### src/rtl/wb_rr_arbiter.sv
// Two-master Wishbone (pipelined) round-robin arbiter in front of one shared slave.
// A grant is held until its owner drops cyc; ties go to the master that did not own the bus last.
module wb_rr_arbiter (
  input  logic        clk_i,
  input  logic        rst_i,
  input  logic [31:0] m0_wb_adr_i,
  input  logic [31:0] m0_wb_dat_i,
  input  logic [3:0]  m0_wb_sel_i,
  input  logic        m0_wb_we_i,
  input  logic        m0_wb_stb_i,
  input  logic        m0_wb_cyc_i,
  output logic [31:0] m0_wb_dat_o,
  output logic        m0_wb_ack_o,
  output logic        m0_wb_stall_o,
  input  logic [31:0] m1_wb_adr_i,
  input  logic [31:0] m1_wb_dat_i,
  input  logic [3:0]  m1_wb_sel_i,
  input  logic        m1_wb_we_i,
  input  logic        m1_wb_stb_i,
  input  logic        m1_wb_cyc_i,
  output logic [31:0] m1_wb_dat_o,
  output logic        m1_wb_ack_o,
  output logic        m1_wb_stall_o,
  output logic [31:0] s_wb_adr_o,
  output logic [31:0] s_wb_dat_o,
  output logic [3:0]  s_wb_sel_o,
  output logic        s_wb_we_o,
  output logic        s_wb_stb_o,
  output logic        s_wb_cyc_o,
  input  logic [31:0] s_wb_dat_i,
  input  logic        s_wb_ack_i,
  input  logic        s_wb_stall_i
);

  localparam logic [1:0] IDLE   = 2'd0;
  localparam logic [1:0] GRANT0 = 2'd1;
  localparam logic [1:0] GRANT1 = 2'd2;

  logic [1:0] state_q, state_d;
  logic       last_owner_q, last_owner_d;

  // Release by the current owner is resolved before any new request, so the other master wins.
  always_comb begin
    state_d      = state_q;
    last_owner_d = last_owner_q;
    case (state_q)
      IDLE: begin
        if (m0_wb_cyc_i && m1_wb_cyc_i) begin
          state_d = last_owner_q ? GRANT0 : GRANT1;
        end else if (m0_wb_cyc_i) begin
          state_d = GRANT0;
        end else if (m1_wb_cyc_i) begin
          state_d = GRANT1;
        end else begin
          state_d = IDLE;
        end
      end
      GRANT0: begin
        if (!m0_wb_cyc_i) begin
          last_owner_d = 1'b0;
          state_d      = m1_wb_cyc_i ? GRANT1 : IDLE;
        end else begin
          state_d = GRANT0;
        end
      end
      GRANT1: begin
        if (!m1_wb_cyc_i) begin
          last_owner_d = 1'b1;
          state_d      = m0_wb_cyc_i ? GRANT0 : IDLE;
        end else begin
          state_d = GRANT1;
        end
      end
      default: begin
        state_d = IDLE;
      end
    endcase
  end

  always_ff @(posedge clk_i) begin
    if (rst_i) begin
      state_q      <= IDLE;
      last_owner_q <= 1'b1;
    end else begin
      state_q      <= state_d;
      last_owner_q <= last_owner_d;
    end
  end

  // Request path and response path are pure muxes on the grant state; nothing is registered here.
  always_comb begin
    s_wb_adr_o    = 32'h0000_0000;
    s_wb_dat_o    = 32'h0000_0000;
    s_wb_sel_o    = 4'h0;
    s_wb_we_o     = 1'b0;
    s_wb_stb_o    = 1'b0;
    s_wb_cyc_o    = 1'b0;
    m0_wb_dat_o   = 32'h0000_0000;
    m0_wb_ack_o   = 1'b0;
    m0_wb_stall_o = 1'b1;
    m1_wb_dat_o   = 32'h0000_0000;
    m1_wb_ack_o   = 1'b0;
    m1_wb_stall_o = 1'b1;
    case (state_q)
      GRANT0: begin
        s_wb_adr_o    = m0_wb_adr_i;
        s_wb_dat_o    = m0_wb_dat_i;
        s_wb_sel_o    = m0_wb_sel_i;
        s_wb_we_o     = m0_wb_we_i;
        s_wb_stb_o    = m0_wb_stb_i;
        s_wb_cyc_o    = m0_wb_cyc_i;
        m0_wb_dat_o   = s_wb_dat_i;
        m0_wb_ack_o   = s_wb_ack_i;
        m0_wb_stall_o = s_wb_stall_i;
      end
      GRANT1: begin
        s_wb_adr_o    = m1_wb_adr_i;
        s_wb_dat_o    = m1_wb_dat_i;
        s_wb_sel_o    = m1_wb_sel_i;
        s_wb_we_o     = m1_wb_we_i;
        s_wb_stb_o    = m1_wb_stb_i;
        s_wb_cyc_o    = m1_wb_cyc_i;
        m1_wb_dat_o   = s_wb_dat_i;
        m1_wb_ack_o   = s_wb_ack_i;
        m1_wb_stall_o = s_wb_stall_i;
      end
      default: begin
        s_wb_cyc_o = 1'b0;
      end
    endcase
  end

endmodule

### config.mk
export PLATFORM = sky130hd
export DESIGN_NAME = wb_rr_arbiter
export DESIGN_NICKNAME = d
export VERILOG_FILES = /design/src/rtl/wb_rr_arbiter.sv
export SDC_FILE = /design/constraint.sdc
export NUM_CORES = 1
export LEC_CHECK = 0
export BUFFER_PORTS_ARGS = -buffer_cell sky130_fd_sc_hd__buf_2
export CORE_AREA = 4 4 122 124
export CTS_BUF_LIST = sky130_fd_sc_hd__clkbuf_8
export DETAILED_ROUTE_END_ITERATION = 10
export DIE_AREA = 0 0 126 128
export PLACE_DENSITY_LB_ADDON = 0.2
export SLEW_MARGIN = 0
export SYNTH_ARGS = -nofsm -noshare
export SYNTH_HDL_FRONTEND = slang
export SYNTH_SLANG_ARGS = --single-unit
### constraint.sdc
create_clock -name clk_i -period 2.3 [get_ports clk_i]
set_input_delay 0.46 -clock clk_i [delete_from_list [all_inputs] [get_ports clk_i]]
set_output_delay 0.46 -clock clk_i [all_outputs]
set_load 0.01 [all_outputs]
==> impl_results.md <==
- Leak pwr: 0.001997 µW
- FF+latch count, synth: 3
- Dpl ws: 0.2368 ns
- Worst reg-to-reg path cell count: 5
- Part of the power in registers: 7.3%
- HPWL Detailed: 8.171 mm
- All-Layer GR Usage: 10.45%
- Clock Pin Slew Worst Setup and Hold Paths: 0.03 ns
- Power share of the clock group: 17.8%
- Max_slew headroom: 77.76%
- Cell Int Power: 487.9 µW
- Synth warn: 0
- Achievable clock frequency: 464.2 MHz
- Measured slew at the worst slew-check pin: 0.3336 ns
- Sw Share: 40.66%
- Status: completed
- Worst Skew: 0.0007958 ns
- Total die area: 16130 µm²
- Core area: 13770 µm²
- Worst R2R Setup Slack: 0.86 ns
- Max-slew violation count: 0
- Synth Net Count: 448
- Remaining DRCs: 0
- Mapped Avg Cell Area: 6.742 µm²
- Power Dens Cells: 228.3 nW/µm²
- Via density: 4.086
- Final core occ: 26.14%
- Unrepaired setup endpoints after global routing: false
- IO buf count: 316
- Rows: 43
- Worst setup EP type: output pin
- Tcrit/Tclk final: 93.67%
- Worst Hold Class: in2reg
- Mapped Cells: 265
- Worst Path Max Fanout: 47
- Die Wd: 126 µm
- Max-Cap Viols: 0
- Share of layout cells above drive strength 1: 59.18%
- Grt total ovfl: 0
- Max rail drop VDD: 99.90 µV
- Tmin final: 2.154 ns
- TNS Setup: 0 ns
- Vias in the first global route: 2951
- R2R Path Start: state_q[1]
- # IOs: 317
- Antenna violations before repair: 1
- Crit Path Class: reg2out
- Clk Latency, worst-skew pair: 0.21 ns
- Netlist cell types: 19
- Total design power: 822.2 µW
- Post-synthesis sequential area ratio: 3.361%
- Antenna Cells: 0
- Worst R2R End: state_q[1]
- Final WL: 9.684 mm
- Final Hold Fails: 0
- Hold_buf cts: 0
- Wire per inst: 13.07 µm
- Worst Setup Slack, final: 0.1455 ns
- Die Height: 128 µm
- Worst Setup SP: state_q[0]
- DR iter-0 viols: 122
- Synth-to-layout area growth: 101.5%
- CTS tree: yes
- Clock Sinks: 3
- Clock tree buffer depth: 2
- GP Congestion: 0.8582
- Root Buffer: clkbuf_8
- Worst path required time: 1.84 ns
- Largest net degree at the start of global routing: 57
- Commonest non-fill, non-tap cell in the layout: buf_2
- Initial Util: 12.97%
- Most frequent cells in the layout: buf_2, a22oi_1, nor2b_1, and2_1
- Combinational power share: 74.9%
- Setup crit end: s_wb_dat_o[22]
- Netlist Area Pre-Place: 1787 µm²
- Final setup fails: 0
- ANT nets after route: 0
- Worst EP arrival: 1.69 ns
- Final Net Count: 745
- Crit start category: flop
- First-pass GRT wire length: 14.25 mm
- First-pass DRT Iterations: 4
- Sw power: 334.3 µW
- CTS Buf Count: 3
- H-tree depth: 1
- Vias after detailed routing: 3028
metrics by stage:
stage                     hold WS (ns)  cell area (µm²)  instances
final                           0.4938             3601        741
after global routing            0.5069             3601        741
after global placement          0.5219             3550        737
after CTS                       0.4885             3595        741
after floorplan                 0.4845             1787        265
after detailed placement        0.5210             3550        737
sequential cells by signal, indices dropped and copies added, names as in the netlist:
name / flops
last_owner_q: 1
state_q: 2
kinds of logic after synthesis:
logic type / share of synthesized area, %
AND/OR/NAND/NOR: 52.03
AO/OA/AOI/OAI: 32.00
buffers and inverters: 9.103
adder cells (fa/ha/maj): 3.501
flip-flops: 3.361
Yosys cell counts, drive strengths merged:
master	number	area share, %
buf	22	6.6
a21oi	1	0.28
a22oi	71	30
nor2	2	0.42
or3b	1	0.49
nor3b	1	0.42
dfxtp	3	3.4
clkbuf	9	1.9
nand2b	4	1.4
a221oi	1	0.84
o221ai	1	0.49
ha	5	3.5
inv	3	0.63
and2b	1	0.56
o311a	1	0.56
nor2b	71	25
nand3b	1	0.42
and2	67	23
worst max-delay path, cell delays in order (launching register included):
cell and delay (ns):
dfxtp_1 0.40, inv_1 0.11, ha_2 0.35, buf_6 0.26
nor2b_1 0.19, buf_2 0.14
timing repair:
action                                 CTS  global route
buffers inserted                         0             0
resized for setup                        0             2
setup endpoints to repair                0            60
endpoints found under the hold margin    0             0
layout make-up:
type | instances | area (µm²)
sequential | 3 | 60.06
clock inverter | 1 | 3.754
fill | 1567 | 10170
multi-input combinational | 228 | 1584
timing repair buffer | 323 | 1675
inverter | 3 | 11.26
clock buffer | 3 | 41.29
tap | 180 | 225.2
power by group through the flow:
stage / Clock, µW / Sequential (µW) / Combinational (µW)
after global routing: 153 / 60.3 / 683
after detailed placement: 0 / 60.5 / 621
final: 146 / 59.9 / 616
after CTS: 152 / 59.8 / 623
after global placement: 0 / 60.2 / 612
after floorplan: 0 / 59.0 / 320
worst min-delay path by stage:
stage,cells after the start,startpoint,slack (ns),end
after floorplan,2,last_owner_q,0.48,last_owner_q
after global placement,2,last_owner_q,0.52,last_owner_q
after detailed placement,2,last_owner_q,0.52,last_owner_q
after CTS,3,rst_i,0.49,last_owner_q
after global routing,2,m1_wb_cyc_i,0.51,state_q[0]
final,3,rst_i,0.49,last_owner_q
metal layers:
metal	vias up	GRT usage (%)	wire, µm
li1	1513	-	-
met1	1341	11.52	3462
met2	160	20.06	5192
met3	12	2.125	898
met4	2	3.091	116
met5	-	0	13
No activity file was read; power rests on OpenSTA's default activity.
